**src/rtl/ks_pkg.sv**
```systemverilog
// Shared constants and types for the Karplus-Strong string bank and its mixer.
package ks_pkg;
    localparam int          OUT_W      = 24;
    localparam int          GAIN_W     = 8;
    localparam int          PAGE_W     = 23;
    localparam int          REG_W      = 9;
    localparam logic [22:0] CTRL_SEL   = 23'h7FFFFF;

    localparam logic [8:0]  REG_MASTER = 9'h100;
    localparam logic [8:0]  REG_MUTE   = 9'h101;
    localparam logic [8:0]  REG_CLR    = 9'h102;

    typedef logic signed [OUT_W-1:0] sample_t;

    function automatic logic [PAGE_W-1:0] msg_page(input logic [31:0] addr);
        return addr[31:REG_W];
    endfunction

    function automatic logic [REG_W-1:0] msg_reg(input logic [31:0] addr);
        return addr[REG_W-1:0];
    endfunction
endpackage

```
**src/rtl/ks_mixer_bank_if.sv**
```systemverilog
// Message bus: one write strobe per sample, page/register address and data.
interface ks_mixer_bank_if;
    logic        msg_en;
    logic [31:0] msg_addr;
    logic [31:0] msg;

    modport master (output msg_en, msg_addr, msg);
    modport slave  (input  msg_en, msg_addr, msg);
endinterface

```
**src/rtl/ks_sat.sv**
```systemverilog
// Signed saturator: narrows IN_W to OUT_W, clamping to the OUT_W range and flagging a clip.
module ks_sat #(
    parameter int IN_W  = 25,
    parameter int OUT_W = 24
) (
    input  logic signed [IN_W-1:0]  din,
    output logic signed [OUT_W-1:0] dout,
    output logic                    clip
);
    localparam logic signed [IN_W-1:0] MAX_V = IN_W'({1'b0, {(OUT_W-1){1'b1}}});
    localparam logic signed [IN_W-1:0] MIN_V = ~MAX_V;

    always_comb begin
        dout = din[OUT_W-1:0];
        clip = 1'b0;
        if (din > MAX_V) begin
            dout = {1'b0, {(OUT_W-1){1'b1}}};
            clip = 1'b1;
        end else if (din < MIN_V) begin
            dout = {1'b1, {(OUT_W-1){1'b0}}};
            clip = 1'b1;
        end
    end
endmodule

```
**src/rtl/ks_wrap.sv**
```systemverilog
// Single string voice: register 0 loads the level, register 1 enables feedback
// accumulation of the mixed output (in >>> 4) with saturation.
module ks_wrap
    import ks_pkg::*;
(
    input  logic        clk,
    input  logic        rst_n,
    input  logic        msg_en,
    input  logic [8:0]  msg_addr,
    input  logic [31:0] msg,
    input  sample_t     in,
    output sample_t     out,
    output logic        overflow
);
    localparam int         W1        = OUT_W + 1;
    localparam logic [8:0] REG_LEVEL = 9'h000;
    localparam logic [8:0] REG_FB    = 9'h001;

    sample_t               level_q;
    sample_t               level_fb;
    logic                  fb_q;
    logic                  ovf_q;
    logic                  fb_clip;
    logic signed [W1-1:0]  fb_sum;
    logic                  unused_msg_hi;

    assign unused_msg_hi = ^msg[31:OUT_W];
    assign fb_sum        = W1'(level_q) + W1'(in >>> 4);

    ks_sat #(.IN_W(W1), .OUT_W(OUT_W)) u_sat (
        .din  (fb_sum),
        .dout (level_fb),
        .clip (fb_clip)
    );

    always_ff @(posedge clk) begin
        if (!rst_n) begin
            level_q <= '0;
            fb_q    <= 1'b0;
            ovf_q   <= 1'b0;
        end else if (msg_en && msg_addr == REG_LEVEL) begin
            level_q <= msg[OUT_W-1:0];
            ovf_q   <= 1'b0;
        end else if (msg_en && msg_addr == REG_FB) begin
            fb_q <= msg[0];
        end else if (fb_q) begin
            level_q <= level_fb;
            ovf_q   <= fb_clip;
        end
    end

    assign out      = level_q;
    assign overflow = ovf_q;
endmodule

```
**src/rtl/ks_mixer_bank.sv**
```systemverilog
// Multi-string voice bank: per-string gain/mute, exact summation, master gain and
// saturation over a 3-stage pipeline, with a sticky clip flag cleared over the bus.
module ks_mixer_bank #(
    parameter int          N_STRINGS = 6,
    parameter int          GAIN_W    = ks_pkg::GAIN_W,
    parameter logic [22:0] CTRL_SEL  = ks_pkg::CTRL_SEL
) (
    input  logic              lrck,
    input  logic              rst,
    ks_mixer_bank_if.slave    bus,
    output ks_pkg::sample_t   out,
    output logic              overflow
);
    import ks_pkg::*;

    localparam int P_W    = OUT_W + 1;
    localparam int SUM_W  = OUT_W + 1 + $clog2(N_STRINGS);
    localparam int PROD_W = OUT_W + GAIN_W + 1;
    localparam int M_W    = SUM_W + GAIN_W + 1;
    localparam int MUTE_W = (N_STRINGS < 32) ? N_STRINGS : 32;
    localparam logic [GAIN_W-1:0] UNITY = {1'b1, {(GAIN_W-1){1'b0}}};

    logic [PAGE_W-1:0]       page;
    logic [REG_W-1:0]        idx;
    logic                    ctrl_wr;
    logic                    clr;

    sample_t                 str_out [N_STRINGS];
    logic [N_STRINGS-1:0]    str_ovf;

    logic [GAIN_W-1:0]       gain_q [N_STRINGS];
    logic [GAIN_W-1:0]       master_q;
    logic [N_STRINGS-1:0]    mute_q;
    logic                    sticky_q;

    logic signed [P_W-1:0]   p_d [N_STRINGS];
    logic signed [P_W-1:0]   p_q [N_STRINGS];
    logic                    so1_q;
    logic signed [SUM_W-1:0] sum_d;
    logic signed [SUM_W-1:0] sum_q;
    logic                    so2_q;
    logic signed [M_W-1:0]   m_prod;
    logic signed [M_W-1:0]   m_d;
    sample_t                 out_d;
    sample_t                 out_q;
    logic                    clip;
    logic                    ovf_q;

    assign page    = msg_page(bus.msg_addr);
    assign idx     = msg_reg(bus.msg_addr);
    assign ctrl_wr = bus.msg_en && (page == CTRL_SEL);
    assign clr     = ctrl_wr && (idx == REG_CLR) && bus.msg[0];

    // Each string sees only its own page; everything else is held at zero.
    for (genvar i = 0; i < N_STRINGS; i++) begin : g_str
        logic                              sel;
        logic signed [PROD_W-1:0]          prod;

        assign sel = (page == PAGE_W'(i));

        ks_wrap u_str (
            .clk      (lrck),
            .rst_n    (~rst),
            .msg_en   (bus.msg_en & sel),
            .msg_addr (sel ? idx : '0),
            .msg      (sel ? bus.msg : '0),
            .in       (out_q),
            .out      (str_out[i]),
            .overflow (str_ovf[i])
        );

        assign prod   = PROD_W'(str_out[i]) * PROD_W'($signed({1'b0, gain_q[i]}));
        assign p_d[i] = mute_q[i] ? '0 : P_W'(prod >>> (GAIN_W-1));
    end

    always_ff @(posedge lrck) begin
        if (rst) begin
            for (int i = 0; i < N_STRINGS; i++) gain_q[i] <= UNITY;
            master_q <= UNITY;
            mute_q   <= '0;
        end else if (ctrl_wr) begin
            for (int i = 0; i < N_STRINGS; i++) begin
                if (idx == REG_W'(i)) gain_q[i] <= bus.msg[GAIN_W-1:0];
            end
            if (idx == REG_MASTER) master_q <= bus.msg[GAIN_W-1:0];
            if (idx == REG_MUTE)   mute_q   <= N_STRINGS'(bus.msg[MUTE_W-1:0]);
        end
    end

    always_comb begin
        sum_d = '0;
        for (int i = 0; i < N_STRINGS; i++) sum_d = sum_d + SUM_W'(p_q[i]);
    end

    assign m_prod = M_W'(sum_q) * M_W'($signed({1'b0, master_q}));
    assign m_d    = m_prod >>> (GAIN_W-1);

    ks_sat #(.IN_W(M_W), .OUT_W(OUT_W)) u_sat (
        .din  (m_d),
        .dout (out_d),
        .clip (clip)
    );

    always_ff @(posedge lrck) begin
        if (rst) begin
            p_q      <= '{default: '0};
            so1_q    <= 1'b0;
            sum_q    <= '0;
            so2_q    <= 1'b0;
            out_q    <= '0;
            ovf_q    <= 1'b0;
            sticky_q <= 1'b0;
        end else begin
            p_q      <= p_d;
            so1_q    <= |str_ovf;
            sum_q    <= sum_d;
            so2_q    <= so1_q;
            out_q    <= out_d;
            ovf_q    <= clip | sticky_q | so2_q;
            // A clip on the same edge as a clear keeps the flag set.
            sticky_q <= clip ? 1'b1 : (clr ? 1'b0 : sticky_q);
        end
    end

    assign out      = out_q;
    assign overflow = ovf_q;
endmodule
```
**src/flat_wrapper.sv**
```systemverilog
// flat-port wrapper written by rule: the top's interface ports become plain ports
module ks_mixer_bank_flat import ks_pkg::*;
#(
    parameter int          N_STRINGS = 6,
    parameter int          GAIN_W    = ks_pkg::GAIN_W,
    parameter logic [22:0] CTRL_SEL  = ks_pkg::CTRL_SEL
)
  (lrck, rst, out, overflow, bus_msg_en, bus_msg_addr, bus_msg);
  ks_mixer_bank_if bus_i ();
  input  logic lrck;
  input  logic rst;
  output ks_pkg::sample_t out;
  output logic overflow;
  input wire logic [$bits(bus_i.msg_en)-1:0] bus_msg_en;
  input wire logic [$bits(bus_i.msg_addr)-1:0] bus_msg_addr;
  input wire logic [$bits(bus_i.msg)-1:0] bus_msg;
  assign bus_i.msg_en = bus_msg_en;
  assign bus_i.msg_addr = bus_msg_addr;
  assign bus_i.msg = bus_msg;
  ks_mixer_bank #(.N_STRINGS(N_STRINGS), .GAIN_W(GAIN_W), .CTRL_SEL(CTRL_SEL)) u_core (.lrck(lrck), .rst(rst), .bus(bus_i), .out(out), .overflow(overflow));
endmodule
```
**config.mk**
```make
export PLATFORM = sky130hd
export DESIGN_NAME = ks_mixer_bank_flat
export DESIGN_NICKNAME = d
export VERILOG_FILES = /design/src/rtl/ks_pkg.sv /design/src/rtl/ks_mixer_bank_if.sv /design/src/rtl/ks_sat.sv /design/src/rtl/ks_wrap.sv /design/src/rtl/ks_mixer_bank.sv /design/src/flat_wrapper.sv
export SDC_FILE = /design/constraint.sdc
export NUM_CORES = 2
export LEC_CHECK = 0
export BUFFER_PORTS_ARGS = -buffer_cell sky130_fd_sc_hd__buf_2
export CAP_MARGIN = 20
export CORE_UTILIZATION = 35
export DETAILED_ROUTE_END_ITERATION = 16
export PLACE_DENSITY_LB_ADDON = 0.15
export SETUP_SLACK_MARGIN = 0.15
export SLEW_MARGIN = 20
export SYNTH_ARGS = -nofsm -noshare
export SYNTH_HDL_FRONTEND = slang
export SYNTH_SLANG_ARGS = --single-unit
export TNS_END_PERCENT = 10
```
**constraint.sdc**
```tcl
create_clock -name lrck -period 10.1 [get_ports lrck]
set_input_delay 2.02 -clock lrck [delete_from_list [all_inputs] [get_ports lrck]]
set_output_delay 2.02 -clock lrck [all_outputs]
set_load 0.02 [all_outputs]
```
==> metrics list <==
- Number of nets in the layout: 9,838
- Path category of the worst min-delay check: flop to flop
* Total Neg Setup Slack: 0 ps
- Number of gates given a new drive strength after cts: 0
- From left edge to right edge, the die measures 451 µm.
- During synthesis, Yosys emitted a total of 0 warnings.
- Root buf cell: sky130_fd_sc_hd__clkbuf_16
- The hold violation count in the final report is 0.
- Global routing finished with a remaining overflow of 0.
- Async S/R FF share, synth: 0%
- Area share of xor/xnor cells in the synthesized design: 4.23%
- Total number of clock tree sinks: 424
- Sequential cells were found to cover 12.7% of the synthesized design area.
- Leaving out fill and tap cells, the most frequent cells in the layout are sky130_fd_sc_hd__inv_1, sky130_fd_sc_hd__fa_1, sky130_fd_sc_hd__and2_1.
- Number of post-CTS setup repair buffers: 0
- Counting the fill cells in the layout gives 20,600.
- The via count of the first global-routing pass was 55,800.
- The share of synthesized area in the top cell type comes to 32.4%.
- The initial utilization of the core area, before any placement, comes to 35.2%.
- The largest total area in the synthesized netlist belongs to sky130_fd_sc_hd__fa_1.
- Across the VDD grid, the largest voltage drop is 0.0997 mV.
* Most common flop cell mapped by yosys: sky130_fd_sc_hd__dfxtp_1
- STA puts the critical path data arrival time at 7350 ps.
* Number of enable-type register cells in the synthesized netlist: 48
* Violated checks: design-rule violations
- The number of antenna violations at the first check in global routing is 18.
* Layout cell share with drive strength beyond 1: 4.49%
- OpenSTA, run right after detailed placement, puts the worst setup slack at 3090 ps.
- Core Box Area: 0.200 mm²
* Worst-path maximum fanout: 6
- For this design the top-level I/O count stands at 92.
- Power density of the placed cells: 52.5 mW/mm²
- Setup violations remaining at the end of the flow were counted as 0.
* Die Y-Extent: 451 µm
- Counting along the longest clock path gives a buffer depth of 3.
- Setup repair after global routing left no endpoint under its margin.
* Part of the cycle the worst path needs: 67.5%
- Average routed wire per standard cell: 20.5 µm
- The synthesized netlist devotes 10.7% of its cell area to compound gates.
- Leakage power total: 38.6 nW
- Buffers placed on the I/O ports in this run total 83.
- Counting distinct cell types in the post-synthesis netlist gives 111.
* Maximum frequency from static timing analysis: 0.147 GHz
* Proportion of power drawn by flip-flops and latches: 44.5%
- Routability-driven placement finished with a final weighted congestion of 0.941.
- The count of nets left with antenna violations once routing finished came out at 0.
- The worst setup path is launched from a flop.
* Run status: finished with violations
- Ranked by total cell area, the synthesized netlist is headed by sky130_fd_sc_hd__fa_1, sky130_fd_sc_hd__ha_1, sky130_fd_sc_hd__dfxtp_1.
- In the routed design, unresolved DRC markers number 8.
- The smallest clock period supported by the final layout is computed as 6820 ps.
- H-tree Lvls: 2
* Slew at the pin closest to its max-slew limit: 1160 ps
- Number of vias in the routed layout: 54,400
* Part of the total power dissipated in the clock network: 51.3%
- After clock tree synthesis, the clock-pin slew on the worst setup and hold paths is 70 ps.
- The first detailed-routing pass took 13 iterations.
- For the worst setup path, the data required time is 10,630 ps.
* Switching power: 1.08 mW
* Critical Path Sink Type: flop
* Number of rows in the core area: 164
- Net switching share of the total power: 27.3%
* Tot GR Track Use: 21.8%
* Cell count after synthesis: 8,076
* Sum of routed wire length over all layers: 220,000 µm
- First DRT Iteration DRCs: 3,462
- Full die area: 0.203 mm²
- Final worst-path setup slack: 3280 ps
- CTS tree: built
* Simple-gate share of the synthesized area: 19.0%
- Worst Skew: 29.6 ps
* Internal power component: 2.88 mW
- Wire length of the first global-routing pass: 340,000 µm
* Max Cap Violations: 0
* Max-slew violation count: 0
* Largest net degree at the start of global routing: 71
* Post-CTS Hold Fix Bufs: 0
- The worst pin sits at a relative slew slack of 22.4%.
- By area, the combinational part of the netlist is dominated by adder cells.
- Synthesis inferred 424 register bits.
- The worst setup path is of the flop to flop kind.
* Area growth from synthesis to final layout: 7.30%
* Number of nets produced by synthesis: 9,902
* Source-to-sink clock delay at the later pin of the worst-skew pair: 670 ps
- Leaving out fill and tap cells, the most frequent cell in the layout is sky130_fd_sc_hd__inv_1.
- Arithmetic-cell share of the synthesized area counting full adders, half adders and majority gates: 43.4%
- In the synthesized netlist, mux cells make up 0.277% of the area.
* Detailed-route vias per instance: 5.08
* Sum of net half-perimeters after detailed placement: 173,000 µm
- Counting the buffers created by CTS gives 54.
* Combinational share of power: 4.2%
* Netlist area before placement: 0.0704 mm²
* Average cell area after synthesis: 8.72 µm²
==> registers in the layout (all words and copies together), names as in the netlist, 6 cells and up <==
signal,flops
u_core.mute_q,6
u_core.out,24
u_core.master_q,8
u_core.p_q,150
u_core.g_str.u_str.out,144
u_core.gain_q,48
u_core.sum_q,28
u_core.g_str.u_str.overflow,6
u_core.g_str.u_str.fb_q,6
==> routing by layer <==
layer	vias to the layer above	share of wire [%]	track usage, %
met5	-	0	0
met4	0	3.5	7.21
met3	223	5.0	2.81
met2	1116	47	36.1
met1	27700	45	29.3
li1	25400	-	-
==> critical path, cell delays in order, from the launching register on <==
cell,delay [ps]
sky130_fd_sc_hd__dfxtp_1,310
sky130_fd_sc_hd__fa_1,580
sky130_fd_sc_hd__ha_1,240
sky130_fd_sc_hd__a21o_1,170
sky130_fd_sc_hd__a21o_1,200
sky130_fd_sc_hd__a21oi_1,220
sky130_fd_sc_hd__o21ai_0,160
sky130_fd_sc_hd__a221oi_1,620
sky130_fd_sc_hd__a21boi_0,250
sky130_fd_sc_hd__o21ai_0,210
sky130_fd_sc_hd__nand2b_1,80
sky130_fd_sc_hd__a21oi_1,180
sky130_fd_sc_hd__xor2_1,850
sky130_fd_sc_hd__fa_1,540
sky130_fd_sc_hd__inv_1,60
sky130_fd_sc_hd__ha_1,290
sky130_fd_sc_hd__nand3_1,110
sky130_fd_sc_hd__nand2_1,50
sky130_fd_sc_hd__a41oi_1,340
sky130_fd_sc_hd__o21ai_0,220
sky130_fd_sc_hd__a21o_1,220
sky130_fd_sc_hd__a21oi_1,170
sky130_fd_sc_hd__xor2_1,530
sky130_fd_sc_hd__nor2_1,70
==> final timing paths <==
| path | start | end | slack [ps] | cells after the start |
|---|---|---|---|---|
| min reg2reg | u_core.so1_q | u_core.so2_q | 460 | 1 |
| max | u_core.p_q[77] | u_core.sum_q[20] | 3280 | 23 |
| min | u_core.so1_q | u_core.so2_q | 460 | 1 |
| max reg2reg | u_core.p_q[77] | u_core.sum_q[20] | 3280 | 23 |
==> logic make-up (layout without fill, tap and decap cells) <==
| family | Yosys count | after routing |
|---|---|---|
| AO/OA/AOI/OAI | 1097 | 1097 |
| XOR/XNOR | 340 | 340 |
| adder cells (fa/ha/maj) | 1760 | 1760 |
| buffers and inverters | 1792 | 1774 |
| flip-flops | 424 | 424 |
| multiplexers | 19 | 19 |
| other | 0 | 7 |
| AND/OR/NAND/NOR | 2644 | 2644 |
==> power by group through the flow <==
stage          registers [mW]  logic (mW)  clock network, mW
2_1_floorplan            1.76      0.0746                  0
3_3_place_gp             1.80       0.164                  0
3_5_place_dp             1.80       0.164                  0
4_1_cts                  1.76       0.165               2.08
5_1_grt                  1.77       0.169               2.14
6_report                 1.77       0.166               2.03
==> cell type report <==
type	instances	area [µm²]	area share (%)
Multi-Input combinational cell	5860	54800	72.5
Tap cell	2656	3320	4.40
Sequential cell	424	8970	11.9
Clock buffer	69	1490	1.97
Antenna cell	7	17.5	0.0232
Inverter	1507	5660	7.49
Timing Repair Buffer	165	1040	1.38
Clock inverter	33	304	0.402
==> metrics by stage <==
stage	instance area [µm²]	total power [mW]	util, %	hold WS [ps]	instances
after floorplan	70400	1.83	-	414	8076
after global routing	75600	4.08	37.8	469	10700
after detailed placement	73700	1.97	36.9	454	10600
after global placement	73700	1.97	36.9	451	10600
after CTS	75500	4.01	37.8	459	10700
final	75600	3.97	37.8	463	10700
==> Yosys cell counts (11+ instances only) <==
cell type,count
sky130_fd_sc_hd__o31ai_1,11
sky130_fd_sc_hd__xor2_1,142
sky130_fd_sc_hd__nor3_1,179
sky130_fd_sc_hd__edfxtp_1,48
sky130_fd_sc_hd__o21ai_1,11
sky130_fd_sc_hd__clkbuf_1,237
sky130_fd_sc_hd__a2111oi_2,20
sky130_fd_sc_hd__o21bai_1,41
sky130_fd_sc_hd__o21ai_0,166
sky130_fd_sc_hd__nor4_1,59
sky130_fd_sc_hd__a31oi_1,30
sky130_fd_sc_hd__o211ai_1,31
sky130_fd_sc_hd__or3_1,57
sky130_fd_sc_hd__nand2_1,779
sky130_fd_sc_hd__a21o_1,144
sky130_fd_sc_hd__buf_2,18
sky130_fd_sc_hd__o21a_1,59
sky130_fd_sc_hd__nor2b_1,56
sky130_fd_sc_hd__fa_1,1139
sky130_fd_sc_hd__a2111oi_1,15
sky130_fd_sc_hd__dfxtp_1,376
sky130_fd_sc_hd__nand3b_1,11
sky130_fd_sc_hd__buf_1,18
sky130_fd_sc_hd__nand3_1,75
sky130_fd_sc_hd__a211o_1,20
sky130_fd_sc_hd__a2111oi_0,28
sky130_fd_sc_hd__and2_1,820
sky130_fd_sc_hd__xnor2_1,198
sky130_fd_sc_hd__and4_1,11
sky130_fd_sc_hd__nand2b_1,38
sky130_fd_sc_hd__or2_2,17
sky130_fd_sc_hd__and3_1,38
sky130_fd_sc_hd__nor2_1,426
sky130_fd_sc_hd__a21oi_1,338
sky130_fd_sc_hd__a211oi_1,47
sky130_fd_sc_hd__inv_1,1501
sky130_fd_sc_hd__nand4_1,38
sky130_fd_sc_hd__mux2i_1,15
sky130_fd_sc_hd__ha_1,620
No activity file was read; power rests on OpenSTA's default activity.
